$ cat config.mk
export PLATFORM = sky130hd
export DESIGN_NAME = lcd_number_writer
export DESIGN_NICKNAME = d
export VERILOG_FILES = /design/src/rtl/lcd_number_writer.sv
export SDC_FILE = /design/constraint.sdc
export NUM_CORES = 1
export LEC_CHECK = 0
export ABC_AREA = 1
export CAP_MARGIN = 20
export CORE_ASPECT_RATIO = 0.7
export CORE_MARGIN = 2
export CORE_UTILIZATION = 35
export CTS_CLUSTER_SIZE = 30
export DETAILED_ROUTE_END_ITERATION = 6
export SLEW_MARGIN = 20
export SYNTH_ARGS = -nofsm -noshare
export SYNTH_HDL_FRONTEND = slang
export SYNTH_SLANG_ARGS = --single-unit
$ cat constraint.sdc
create_clock -name clk -period 2.39 [get_ports clk]
set_input_delay 0.478 -clock clk [delete_from_list [all_inputs] [get_ports clk]]
set_output_delay 0.478 -clock clk [all_outputs]
set_load 0.02 [all_outputs]
$ cat src/rtl/lcd_number_writer.sv
// lcd_number_writer
//   Converts a binary value to packed BCD with a serial shift-add-3 engine and
//   streams the digits, most-significant first, as ASCII characters to the
//   LCD character-write port over a valid/ready handshake.
//
// Ports:
//   clk        system clock, rising edge
//   rstN       asynchronous active-low reset
//   start      conversion request, sampled only while idle
//   value      binary number, latched when start is accepted
//   startAddr  LCD address of the most-significant character, latched on start
//   charValid  charData/charAddr hold a character for the LCD driver
//   charData   ASCII character
//   charAddr   LCD address of charData
//   charReady  LCD driver takes the character on an edge where charValid=1
//   busy       high whenever not idle
//   done       one-cycle pulse after the last character transfer
module lcd_number_writer #(
  parameter int VALUE_WIDTH   = 10,
  parameter int BCD_DIGITS    = 3,
  parameter int BLANK_LEADING = 1
) (
  input  logic                   clk,
  input  logic                   rstN,
  input  logic                   start,
  input  logic [VALUE_WIDTH-1:0] value,
  input  logic [6:0]             startAddr,
  output logic                   charValid,
  output logic [7:0]             charData,
  output logic [6:0]             charAddr,
  input  logic                   charReady,
  output logic                   busy,
  output logic                   done
);

  // state   | meaning
  // IDLE    | waiting for start
  // CONVERT | one double-dabble step per clock, VALUE_WIDTH steps
  // EMIT    | present characters MSD first, advance on each transfer
  // FINISH  | done pulse, then back to IDLE

  localparam int BW = 4 * BCD_DIGITS;
  localparam int CW = $clog2(VALUE_WIDTH + 1);
  localparam int IW = (BCD_DIGITS > 1) ? $clog2(BCD_DIGITS) : 1;
  localparam logic [31:0] MAX_VAL = 32'(10 ** BCD_DIGITS - 1);

  typedef enum logic [1:0] {IDLE, CONVERT, EMIT, FINISH} state_t;

  state_t                 state_q;
  logic [VALUE_WIDTH-1:0] value_q;
  logic [VALUE_WIDTH-1:0] shift_q;
  logic [BW-1:0]          bcd_q;
  logic [BW-1:0]          bcd_next;
  logic [CW-1:0]          cnt_q;
  logic [IW-1:0]          idx_q;
  logic [6:0]             addr_q;
  logic                   overflow;

  // One double-dabble step: add 3 to every nibble >= 5, then shift the next
  // value bit in at the bottom. The carry out of the top nibble only occurs on
  // overflow, where the digits are replaced by '#' anyway.
  always_comb begin
    logic       carry;
    logic [3:0] nib;
    carry    = shift_q[VALUE_WIDTH-1];
    bcd_next = '0;
    for (int d = 0; d < BCD_DIGITS; d++) begin
      nib = bcd_q[4*d +: 4];
      if (nib >= 4'd5) nib = nib + 4'd3;
      bcd_next[4*d +: 4] = {nib[2:0], carry};
      carry = nib[3];
    end
  end

  assign overflow = 32'(value_q) > MAX_VAL;

  // Character for digit idx. A digit is blanked only when it and every digit
  // above it are zero; digit 0 always shows.
  function automatic logic [7:0] char_of(input logic [BW-1:0] bcd,
                                         input logic [IW-1:0] idx,
                                         input logic          ovf);
    logic       nz;
    logic [3:0] nib;
    logic [7:0] ch;
    nz  = 1'b0;
    nib = 4'd0;
    for (int d = 0; d < BCD_DIGITS; d++) begin
      if (IW'(d) >= idx && bcd[4*d +: 4] != 4'd0) nz = 1'b1;
      if (IW'(d) == idx) nib = bcd[4*d +: 4];
    end
    if (ovf)
      ch = 8'h23;
    else if (BLANK_LEADING != 0 && idx != '0 && !nz)
      ch = 8'h20;
    else
      ch = {4'h3, nib};
    return ch;
  endfunction

  always_ff @(posedge clk or negedge rstN) begin
    if (!rstN) begin
      state_q   <= IDLE;
      value_q   <= '0;
      shift_q   <= '0;
      bcd_q     <= '0;
      cnt_q     <= '0;
      idx_q     <= '0;
      addr_q    <= '0;
      charValid <= 1'b0;
      charData  <= 8'h00;
      charAddr  <= 7'h00;
      busy      <= 1'b0;
      done      <= 1'b0;
    end else begin
      case (state_q)
        IDLE: begin
          done <= 1'b0;
          if (start) begin
            value_q <= value;
            shift_q <= value;
            addr_q  <= startAddr;
            bcd_q   <= '0;
            cnt_q   <= CW'(VALUE_WIDTH);
            busy    <= 1'b1;
            state_q <= CONVERT;
          end
        end

        CONVERT: begin
          bcd_q   <= bcd_next;
          shift_q <= shift_q << 1;
          cnt_q   <= cnt_q - CW'(1);
          if (cnt_q == CW'(1)) begin
            idx_q   <= IW'(BCD_DIGITS - 1);
            state_q <= EMIT;
          end
        end

        EMIT: begin
          // First cycle in EMIT loads the MSD; afterwards each transfer loads
          // the next digit so characters follow back to back.
          if (!charValid) begin
            charValid <= 1'b1;
            charData  <= char_of(bcd_q, idx_q, overflow);
            charAddr  <= addr_q;
          end else if (charReady) begin
            if (idx_q == '0) begin
              charValid <= 1'b0;
              done      <= 1'b1;
              state_q   <= FINISH;
            end else begin
              idx_q    <= idx_q - IW'(1);
              charData <= char_of(bcd_q, idx_q - IW'(1), overflow);
              charAddr <= charAddr + 7'd1;
            end
          end
        end

        FINISH: begin
          done    <= 1'b0;
          busy    <= 1'b0;
          state_q <= IDLE;
        end

        default: state_q <= IDLE;
      endcase
    end
  end

endmodule

==> out/results.ini <==
[die]
start_util_pct = 36.4
core_um2 = 9140
num_rows = 29
die_w_um = 121
die_y_um = 85.6
dieArea_um2 = 10300
io_pins = 39

[finish]
nets = 507
num_antenna_cells = 0
drive_gt1_share_pct = 7.22
area_growth_pct = 23.1
finalInstanceArea_um2 = 4100

[yosys]
synth-edff-count = 0
synth_ff_type = dfrtp_1
synth_top_area_share_pct = 45.1
synthDistinctLibCells = 33
synthMuxAreaShare_pct = 0.300
synth_area_leaders = dfrtp_1, nand2_1, o21ai_0, ha_1, inv_1
synth_compound_area_share_pct = 16.6
avgSynthCellArea_um2 = 7.84
yosysMostFrequentCell = nand2_1
synth_fa_ha_area_share_pct = 7.51
synth.yosys.seq_area_share_pct = 45.1
post_synth_instance_area_um2 = 3330
synth_common_cells = nand2_1, dfrtp_1, inv_1
async_flop_share_pct = 100
synthCells = 425
ys_seq_elements = 60
synthSimpleGateAreaFrac_pct = 20.7
yosysWarnings = 0
synth_xor_xnor_area_share_pct = 0.263
synth.largest_area_cell = dfrtp_1
synth_top_family_by_area = simple AND/OR/NAND/NOR gates

[global_routing]
grt_pass1_wl_um = 13900
antenna_found_initial = 0
globalRouteOverflowTotal = 0
grt_pass1_vias = 2899
grt_start_max_net_pins = 40
grt_use_total_pct = 17.4

[routing]
highest_layer = met4
routed-wl-met2_um = 3560
drt-total-wl_um = 8080
first_iter_violations = 195
via_count = 2947
firstDrtPassIters = 5
wl_met1_um = 3930
drc = 0
wl_per_cell_um = 13.6
postRouteAntennaNets = 0
vias_per_cell = 4.95
wl_met3_um = 431

[power]
p_per_area_nw_per_um2 = 1410
internal_power_mw = 3.22
vdd_drop_max_uv = 601
power_frac_comb_pct = 47.8
switching_share_pct = 44.3
p_leak_nw = 1.99
seq_power_share_pct = 31.6
power.switching_mw = 2.56
clkPwrFrac_pct = 20.6

[timing]
fin_worst_skew_ns = 0.00607
min_period_ns = 2.09
drv_slew = 0
fin_tns_setup_ns = 0
rsz0062_at_grt = no
hold_viol_final = 0
tightest_slew_ns = 0.547
max_freq_ghz = 0.478
setup_viol = 0
finalCritPeriodShare_pct = 87.6
relSlewSlack_pct = 63.3

[setup_path]
crit_type = flop to flop
crit_top_cell = inv_1
cp_cell_sequence = inv_1 -> ha_1 -> inv_1 -> o21ai_1 -> inv_1 -> nand2_1 -> o221ai_1
crit_fanout = 11
startpoint_type = flop
crit_end = shift_q[4]$_DFFE_PN0P_
reg2reg_depth = 7
cpPeakStageDelay_ns = 0.46
cp-end-kind = flop
cp.depth = 7
crit_start = state_q[1]$_DFFE_PN0P_
cp.arrival_ns = 2.30
critPathRequiredTime_ns = 2.60
worst-path-buf-inv = 3
cp_top_family = compound AO/OA/AOI/OAI gates
crit_slowest_cell = o21ai_1
reg2reg_from = state_q[1]$_DFFE_PN0P_
r2r-end = shift_q[4]$_DFFE_PN0P_
r2r_setup_slack_ns = 0.30

[placement]
gp_congestion = 0.840
placed_area_um2 = 3820
dpl.hpwl_um = 6140
io_buffers = 36

[clock_network]
htree_levels = 3
cts_root_buffer = clkbuf_16
cts_tree = done
cts_resized = 0
clkTransAtPathRegs_ns = 0.06
clock_path_buffers = 2
hold_buffers = 0
post_cts_buffers = 0
clkSinkCount = 60
clk_latency_ns = 0.33
numCtsBuffers = 9

[min_path]
hp-class = input port to asynchronous set/reset pin

[run_status]
outcome = finished, final reports clean

[flow_run]
drv_cap = 0

-- worst min-delay path by stage --
stage,endpoint,slack [ns],start,cells past startpoint
6_report,bcd_q[11]$_DFFE_PN0P_,0.12,rstN,1
5_1_grt,bcd_q[11]$_DFFE_PN0P_,0.16,rstN,1
4_1_cts,bcd_q[11]$_DFFE_PN0P_,0.13,rstN,1
3_5_place_dp,charData[5]$_DFFE_PN0P_,0.47,charData[5]$_DFFE_PN0P_,1
3_3_place_gp,charData[5]$_DFFE_PN0P_,0.45,charData[5]$_DFFE_PN0P_,1
2_1_floorplan,addr_q[0]$_DFFE_PN0P_,0.18,rstN,0
-- power by group through the flow --
stage / logic [mW] / clock network (mW) / registers, mW
2_1_floorplan: 1.83 / 0 / 1.87
4_1_cts: 2.76 / 1.22 / 1.82
3_3_place_gp: 2.65 / 0 / 1.82
5_1_grt: 3.15 / 1.28 / 1.88
6_report: 2.76 / 1.19 / 1.82
3_5_place_dp: 2.75 / 0 / 1.83
-- layout by cell type (no fill, tap or decap), drive strengths merged --
master	count
a31oi	1
nor3	4
or2	6
nand3	23
nand2	106
a22oi	2
inv	62
clkinvlp	2
clkinv	4
xor2	1
mux2i	1
nand3b	1
o21ai	53
clkbuf	9
nor2	23
a21oi	31
o22ai	4
dfrtp	60
clkdlybuf4s50	35
buf	8
conb	2
nand4	3
o221ai	3
o211ai	6
ha	20
o31ai	1
-- cell families (layout without fill, tap and decap cells) --
kind of cell / count (synthesis) / in the layout
simple gates: 166 / 166
compound gates: 101 / 101
buf+inv: 75 / 120
flops: 60 / 60
fa+ha+maj: 20 / 20
other cells: 1 / 2
xor+xnor: 1 / 1
mux: 1 / 1
-- sequential cells by signal, indices dropped and copies added (netlist names) --
signal     count
addr_q         7
bcd_q         12
busy           1
charAddr       7
charData       6
charValid      1
cnt_q          4
done           1
idx_q          2
shift_q       10
state_q        2
value_q        7
-- stage by stage --
| stage | std cells | hold slack [ns] | utilization (%) | worst slack, ns | power, mW |
|---|---|---|---|---|---|
| 6_report | 595 | 0.120 | 44.8 | 0.296 | 5.77 |
| 5_1_grt | 595 | 0.157 | 44.8 | 0.151 | 6.31 |
| 4_1_cts | 595 | 0.129 | 44.8 | 0.312 | 5.79 |
| 3_5_place_dp | 579 | 0.470 | 41.8 | 0.343 | 4.58 |
| 3_3_place_gp | 579 | 0.453 | 41.8 | 0.394 | 4.47 |
| 2_1_floorplan | 426 | 0.182 | - | 0.838 | 3.71 |
-- cell type report --
class                   instances  area (um2)
fillers                       936        5040
flip-flops and latches         60        1500
multi-input cells             291        1520
clock inverters                 7        51.3
well taps                     124         155
inverters                      61         229
repair buffers                 43         420
clock buffers                   9         225
-- metal layers --
metal | global-route usage [%] | vias up
met5 | 0 | -
met3 | 5.25 | 14
li1 | - | 1468
met1 | 23.6 | 1385
met4 | 6.55 | 0
met2 | 26.5 | 80
No activity file was read; power rests on OpenSTA's default activity.
